$ cat src/rtl/vga_timing_pkg.sv
// Shared VGA 640x480@60 timing constants, frame-buffer geometry and colours
// used by vga_scan_controller and its timing counter.
package vga_timing_pkg;

  localparam int CLK_DIV     = 2;
  localparam int H_VISIBLE   = 640;
  localparam int H_FRONT     = 16;
  localparam int H_SYNC      = 96;
  localparam int H_BACK      = 48;
  localparam int V_VISIBLE   = 480;
  localparam int V_FRONT     = 10;
  localparam int V_SYNC      = 2;
  localparam int V_BACK      = 33;
  localparam int SCALE_SHIFT = 3;

  localparam int H_TOTAL      = H_VISIBLE + H_FRONT + H_SYNC + H_BACK;
  localparam int V_TOTAL      = V_VISIBLE + V_FRONT + V_SYNC + V_BACK;
  localparam int H_SYNC_START = H_VISIBLE + H_FRONT;
  localparam int H_SYNC_END   = H_SYNC_START + H_SYNC - 1;
  localparam int V_SYNC_START = V_VISIBLE + V_FRONT;
  localparam int V_SYNC_END   = V_SYNC_START + V_SYNC - 1;

  localparam int CNT_W = 10;

  localparam int         FB_COLS = 80;
  localparam int         FB_ROWS = 60;
  localparam logic [6:0] OOR_X   = 7'd127;
  localparam logic [5:0] OOR_Y   = 6'd63;

  typedef struct packed {
    logic [3:0] r;
    logic [3:0] g;
    logic [3:0] b;
  } rgb_t;

  localparam rgb_t COLOUR_WHITE = '{r: 4'hF, g: 4'hF, b: 4'hF};
  localparam rgb_t COLOUR_BLACK = '{r: 4'h0, g: 4'h0, b: 4'h0};
  localparam rgb_t CURSOR_RED   = '{r: 4'hF, g: 4'h0, b: 4'h0};

endpackage

$ cat src/rtl/vga_timing_counter.sv
// Pixel-clock divider plus horizontal/vertical scan counters; all counter
// movement is gated by pix_tick.
module vga_timing_counter #(
  parameter int CLK_DIV   = vga_timing_pkg::CLK_DIV,
  parameter int H_VISIBLE = vga_timing_pkg::H_VISIBLE,
  parameter int H_TOTAL   = vga_timing_pkg::H_TOTAL,
  parameter int V_VISIBLE = vga_timing_pkg::V_VISIBLE,
  parameter int V_TOTAL   = vga_timing_pkg::V_TOTAL
) (
  input  logic                             clk,
  input  logic                             rst_n,
  output logic                             pix_tick,
  output logic [vga_timing_pkg::CNT_W-1:0] h_cnt,
  output logic [vga_timing_pkg::CNT_W-1:0] v_cnt,
  output logic                             visible
);
  import vga_timing_pkg::CNT_W;

  localparam int                DIV_W    = $clog2(CLK_DIV);
  localparam logic [DIV_W-1:0]  DIV_LAST = DIV_W'(CLK_DIV - 1);
  localparam logic [CNT_W-1:0]  H_LAST   = CNT_W'(H_TOTAL - 1);
  localparam logic [CNT_W-1:0]  V_LAST   = CNT_W'(V_TOTAL - 1);
  localparam logic [CNT_W-1:0]  H_VIS    = CNT_W'(H_VISIBLE);
  localparam logic [CNT_W-1:0]  V_VIS    = CNT_W'(V_VISIBLE);

  logic [DIV_W-1:0] div_q, div_d;
  logic [CNT_W-1:0] h_q, h_d;
  logic [CNT_W-1:0] v_q, v_d;

  assign pix_tick = (div_q == DIV_LAST);
  assign h_cnt    = h_q;
  assign v_cnt    = v_q;
  assign visible  = (h_q < H_VIS) && (v_q < V_VIS);

  always_comb begin
    div_d = div_q + 1'b1;
    h_d   = h_q;
    v_d   = v_q;
    if (pix_tick) begin
      div_d = '0;
      if (h_q == H_LAST) begin
        h_d = '0;
        v_d = (v_q == V_LAST) ? '0 : v_q + 1'b1;
      end else begin
        h_d = h_q + 1'b1;
      end
    end
  end

  always_ff @(posedge clk or negedge rst_n) begin
    if (!rst_n) begin
      div_q <= '0;
      h_q   <= '0;
      v_q   <= '0;
    end else begin
      div_q <= div_d;
      h_q   <= h_d;
      v_q   <= v_d;
    end
  end

endmodule

$ cat src/rtl/vga_scan_controller.sv
// VGA scan-out of the 80x60 1-bit frame buffer: read-address mapping, one-pixel
// output register for RGB/sync, vblank strobe. CURSOR_OVERLAY_EN adds a red cursor box.
module vga_scan_controller #(
  parameter int CLK_DIV     = vga_timing_pkg::CLK_DIV,
  parameter int H_VISIBLE   = vga_timing_pkg::H_VISIBLE,
  parameter int H_FRONT     = vga_timing_pkg::H_FRONT,
  parameter int H_SYNC      = vga_timing_pkg::H_SYNC,
  parameter int H_BACK      = vga_timing_pkg::H_BACK,
  parameter int V_VISIBLE   = vga_timing_pkg::V_VISIBLE,
  parameter int V_FRONT     = vga_timing_pkg::V_FRONT,
  parameter int V_SYNC      = vga_timing_pkg::V_SYNC,
  parameter int V_BACK      = vga_timing_pkg::V_BACK,
  parameter int SCALE_SHIFT = vga_timing_pkg::SCALE_SHIFT
) (
  input  logic       clk,
  input  logic       rst_n,
  input  logic       fb_pixel,
  output logic [6:0] x_coordinate_of_pixel_to_read,
  output logic [5:0] y_coordinate_of_pixel_to_read,
  output logic [3:0] vga_r,
  output logic [3:0] vga_g,
  output logic [3:0] vga_b,
  output logic       vga_hs,
  output logic       vga_vs,
  output logic       vblank_start
`ifdef CURSOR_OVERLAY_EN
  ,
  input  logic [6:0] cursor_x,
  input  logic [5:0] cursor_y
`endif
);
  import vga_timing_pkg::CNT_W;
  import vga_timing_pkg::OOR_X;
  import vga_timing_pkg::OOR_Y;
  import vga_timing_pkg::rgb_t;
  import vga_timing_pkg::COLOUR_WHITE;
  import vga_timing_pkg::COLOUR_BLACK;
  import vga_timing_pkg::CURSOR_RED;

  localparam int H_TOT = H_VISIBLE + H_FRONT + H_SYNC + H_BACK;
  localparam int V_TOT = V_VISIBLE + V_FRONT + V_SYNC + V_BACK;

  localparam logic [CNT_W-1:0] HS_START   = CNT_W'(H_VISIBLE + H_FRONT);
  localparam logic [CNT_W-1:0] HS_END     = CNT_W'(H_VISIBLE + H_FRONT + H_SYNC - 1);
  localparam logic [CNT_W-1:0] VS_START   = CNT_W'(V_VISIBLE + V_FRONT);
  localparam logic [CNT_W-1:0] VS_END     = CNT_W'(V_VISIBLE + V_FRONT + V_SYNC - 1);
  localparam logic [CNT_W-1:0] H_LAST     = CNT_W'(H_TOT - 1);
  localparam logic [CNT_W-1:0] V_VIS_LAST = CNT_W'(V_VISIBLE - 1);

  logic             pix_tick;
  logic [CNT_W-1:0] h_cnt;
  logic [CNT_W-1:0] v_cnt;
  logic             visible;
  logic [6:0]       cell_x;
  logic [5:0]       cell_y;

  rgb_t rgb_q, rgb_d;
  logic hs_q, hs_d;
  logic vs_q, vs_d;
  logic vblank_q, vblank_d;

  vga_timing_counter #(
    .CLK_DIV  (CLK_DIV),
    .H_VISIBLE(H_VISIBLE),
    .H_TOTAL  (H_TOT),
    .V_VISIBLE(V_VISIBLE),
    .V_TOTAL  (V_TOT)
  ) u_timing (
    .clk     (clk),
    .rst_n   (rst_n),
    .pix_tick(pix_tick),
    .h_cnt   (h_cnt),
    .v_cnt   (v_cnt),
    .visible (visible)
  );

  // Address held for a whole pixel, so the buffer's registered data lands by the next tick.
  assign cell_x = 7'(h_cnt >> SCALE_SHIFT);
  assign cell_y = 6'(v_cnt >> SCALE_SHIFT);
  assign x_coordinate_of_pixel_to_read = visible ? cell_x : OOR_X;
  assign y_coordinate_of_pixel_to_read = visible ? cell_y : OOR_Y;

`ifdef CURSOR_OVERLAY_EN
  logic [SCALE_SHIFT-1:0] h_off;
  logic [SCALE_SHIFT-1:0] v_off;
  logic                   cursor_hit;

  assign h_off      = h_cnt[SCALE_SHIFT-1:0];
  assign v_off      = v_cnt[SCALE_SHIFT-1:0];
  assign cursor_hit = visible && (cell_x == cursor_x) && (cell_y == cursor_y) &&
                      ((h_off == '0) || (h_off == '1) || (v_off == '0) || (v_off == '1));
`endif

  always_comb begin
    rgb_d    = rgb_q;
    hs_d     = hs_q;
    vs_d     = vs_q;
    vblank_d = 1'b0;
    if (pix_tick) begin
      if (!visible || fb_pixel) rgb_d = COLOUR_BLACK;
      else                      rgb_d = COLOUR_WHITE;
`ifdef CURSOR_OVERLAY_EN
      if (cursor_hit) rgb_d = CURSOR_RED;
`endif
      hs_d     = !((h_cnt >= HS_START) && (h_cnt <= HS_END));
      vs_d     = !((v_cnt >= VS_START) && (v_cnt <= VS_END));
      vblank_d = (h_cnt == H_LAST) && (v_cnt == V_VIS_LAST);
    end
  end

  always_ff @(posedge clk or negedge rst_n) begin
    if (!rst_n) begin
      rgb_q    <= COLOUR_BLACK;
      hs_q     <= 1'b1;
      vs_q     <= 1'b1;
      vblank_q <= 1'b0;
    end else begin
      rgb_q    <= rgb_d;
      hs_q     <= hs_d;
      vs_q     <= vs_d;
      vblank_q <= vblank_d;
    end
  end

  assign vga_r        = rgb_q.r;
  assign vga_g        = rgb_q.g;
  assign vga_b        = rgb_q.b;
  assign vga_hs       = hs_q;
  assign vga_vs       = vs_q;
  assign vblank_start = vblank_q;

endmodule
$ cat config.mk
export PLATFORM = sky130hd
export DESIGN_NAME = vga_scan_controller
export DESIGN_NICKNAME = d
export VERILOG_FILES = /design/src/rtl/vga_timing_pkg.sv /design/src/rtl/vga_timing_counter.sv /design/src/rtl/vga_scan_controller.sv
export SDC_FILE = /design/constraint.sdc
export NUM_CORES = 1
export LEC_CHECK = 0
export ABC_AREA = 1
export BUFFER_PORTS_ARGS = -buffer_cell sky130_fd_sc_hd__clkbuf_2
export CORE_ASPECT_RATIO = 0.9
export CORE_UTILIZATION = 45
export CTS_CLUSTER_DIAMETER = 80
export DETAILED_ROUTE_END_ITERATION = 10
export PLACE_DENSITY = 0.67
export SYNTH_ARGS = -nofsm -noshare
export SYNTH_HDL_FRONTEND = slang
export SYNTH_HIERARCHICAL = 1
export SYNTH_SLANG_ARGS = --single-unit
export TNS_END_PERCENT = 100
$ cat constraint.sdc
create_clock -name clk -period 1.8 [get_ports clk]
set_clock_uncertainty 0.1 [all_clocks]
set_input_delay 0.18 -clock clk [delete_from_list [all_inputs] [get_ports clk]]
set_output_delay 0.18 -clock clk [all_outputs]
set_load 0.02 [all_outputs]
==> run metrics <==
status=finished clean; number of library cell types mapped by synthesis=28; area grow syn2layout=19.2%; TritonCTS Buffers=3; Layout Nets=280; Rows=20; Post-DRT Antenna Nets=0; Hold Path Class=in2reg; average wire per standard cell=around 11 um; Vias=roughly 1500; Syn Area/Cell=between 6 and 7 um^2; HPWL after DPL=around 2.5 mm; crit path DAT=1510 ps; Final Slew Violations=0; core area=3450 um^2; Inst Count DP=309; Max Cap Viol=0; Clock Path Buffers=2; initial drt markers=roughly 100; Port Buffer Count=30; Post-synth EDFFs=0; fraction of registers with async set/reset=1.00; maximum fanout along the worst path=8; sequential share of the synthesized area=0.375; Post-Layout Cell Count=317; setup_tns=0 ps; LEAKAGE=1.11 nW; final total power=0.954 mW; most common flop cell mapped by yosys=dfrtp_1; antenna diode count=0; main combinational cell family by area after synthesis=simple AND/OR/NAND/NOR gates; clock period minus worst slack=between 1500 and 2000 ps; H-tree depth=1; Synth Register Bits=25; dpl ws=roughly 180 ps; proportion of synthesized area in mux cells=0; period utilization=0.992; required time of the worst setup path=around 1500 ps; Final Core Density=0.578; Synth Area in Compound Gates=0.0463; fillers=~330; Ports=31; Fmax=560 MHz; initial antenna violation count=0; post-route setup slack=14.6 ps; area of the multi-input gates=around 800 um^2; kind of critical path=reg2out; Power Dens Cells=478 nW/um^2; largest net degree at the start of global routing=26; Worst-Margin Slew=628 ps; xor/xnor cell area share of the yosys netlist=0.0314; grt ovf=0; die area=~4000 um^2; Hold Vio Cnt, Final=0; Max VDD drop=roughly 0.42 mV; Die Ht=about 60 um; DRC=0; Crit path top cell by count=buf_6; simple-gate portion of the synthesized area=0.367; clock latency at the later pin of the worst-skew pair=270 ps; Synth Warn #=6; vias per cell=4.59; crit start category=flop; Routed WL=~3.5 mm; Setup violations, final=0; Worst path max stage delay=between 400 and 500 ps; CTS clock-pin slew for the worst setup and hold paths=90 ps; first-pass GRT wire length=about 5.6 mm; layout cell share with drive strength beyond 1=0.234; DR pass1 iterations=4; Root Buffer=clkbuf_8; Initial Utilization=0.485; clk sinks=25; die width=66.3 um; Max stage delay cell, worst path=dfrtp_2; nature of the critical path endpoint=output pin; vias in the first global route=roughly 1200; RSZ-0062 raised after global routing=true; Synth Area in Adders=0.0224; Synth Instances=243; CTS tree=yes; register area=around 630 um^2; Post-Syn Area=approximately 1700 um^2; gr usage total=0.194; placer congestion estimate=0.791; Mapped Nets=249; Slew HR=0.581; Critical Path, Cell by Cell=inv_2 -> a21oi_2 -> nor3_2 -> buf_6 -> nand2_1 -> buf_6
## final cells by class
type                       count  share of cell area
multi-input combinational    163               0.400
sequential                    25               0.316
timing repair buffer          40               0.157
inverter                      41              0.0771
tap                           44              0.0276
clock buffer                   4              0.0226
## sequential cells by signal (all words and copies together), names as in the netlist
name / flops
vga_r: 1
vga_hs: 1
u_timing/h_cnt: 10
u_timing/pix_tick: 1
vga_vs: 1
u_timing/v_cnt: 10
vblank_start: 1
## through the flow
stage / hold WS, ps / instance area (um^2)
global route: 130 / 2000
detailed placement: 142 / 1810
finish: 122 / 2000
CTS: 124 / 1880
floorplan: -216 / 1670
global placement: 139 / 1810
## synth_stat cells (all sizes together), types with 2 or more instances
library cell | count | area, um^2
nand4 | 4 | 25.0
nor3 | 3 | 15.0
o21ai | 7 | 35.0
nand3 | 13 | 77.6
dfstp | 2 | 52.6
ha | 3 | 37.5
inv | 41 | 154
buf | 14 | 110
xnor2 | 2 | 17.5
nor2 | 36 | 168
dfrtp | 23 | 576
xor2 | 4 | 35.0
a21oi | 4 | 20.0
or2 | 2 | 12.5
nand2 | 81 | 309
## timing repair
| action | in CTS | in global routing |
|---|---|---|
| endpoints found under the setup margin | 13 | 13 |
| resized for setup | 2 | 46 |
| hold buffers | 1 | 0 |
| pin swaps | 0 | 2 |
| hold endpoints to repair | 23 | 0 |
| setup buffers | 0 | 3 |
## cell usage in the layout (no fill, tap or decap), types with 4 or more instances in the layout
cell type / synthesis / routed
nand2_1: 79 / 76
inv_1: 40 / 39
nor2_1: 29 / 29
dfrtp_1: 23 / 21
clkbuf_2: 0 / 17
buf_6: 2 / 14
nand3_1: 12 / 12
buf_4: 11 / 8
nand2_2: 2 / 5
nand4_1: 4 / 4
nor2_2: 4 / 4
o21ai_1: 4 / 4
xor2_1: 4 / 4
## power by group
part	switching (mW)	internal [mW]	total [mW]
clock network	0.183	0.159	0.341
logic	0.0340	0.0126	0.0465
registers	0.00330	0.562	0.566
## per-layer routing
layer / GRT usage / part of all wire / vias up
li1: - / - / 783
met1: 0.282 / 0.52 / 633
met2: 0.278 / 0.43 / 34
met3: 0.0458 / 0.035 / 4
met4: 0.0729 / 0.014 / 0
met5: 0 / 0 / -
## final timing paths
check,cells past startpoint,slack [ps],end,startpoint
worst max-delay path,6,10,x_coordinate_of_pixel_to_read[0],u_timing/h_cnt[7]
worst min-delay path,3,120,vga_r[2],fb_pixel
worst max register to register,7,160,u_timing/v_cnt[9],u_timing/h_cnt[0]
worst min register to register,2,400,vga_vs,vga_vs
max in group asynchronous,2,810,u_timing/h_cnt[9],rst_n
min in group asynchronous,2,350,u_timing/pix_tick,rst_n
## critical path: cells and delay by family, from the launching register on
kind	cells	cell delay [ps]
simple gates	2	300
buf+inv	3	410
compound gates	1	60
flops	1	460
## logic make-up after synthesis
logic type      count (synthesis)
simple gates                  140
buf+inv                        55
flops                          25
compound gates                 14
xor+xnor                        6
fa+ha+maj                       3
Power figures use the tool's default switching activity.
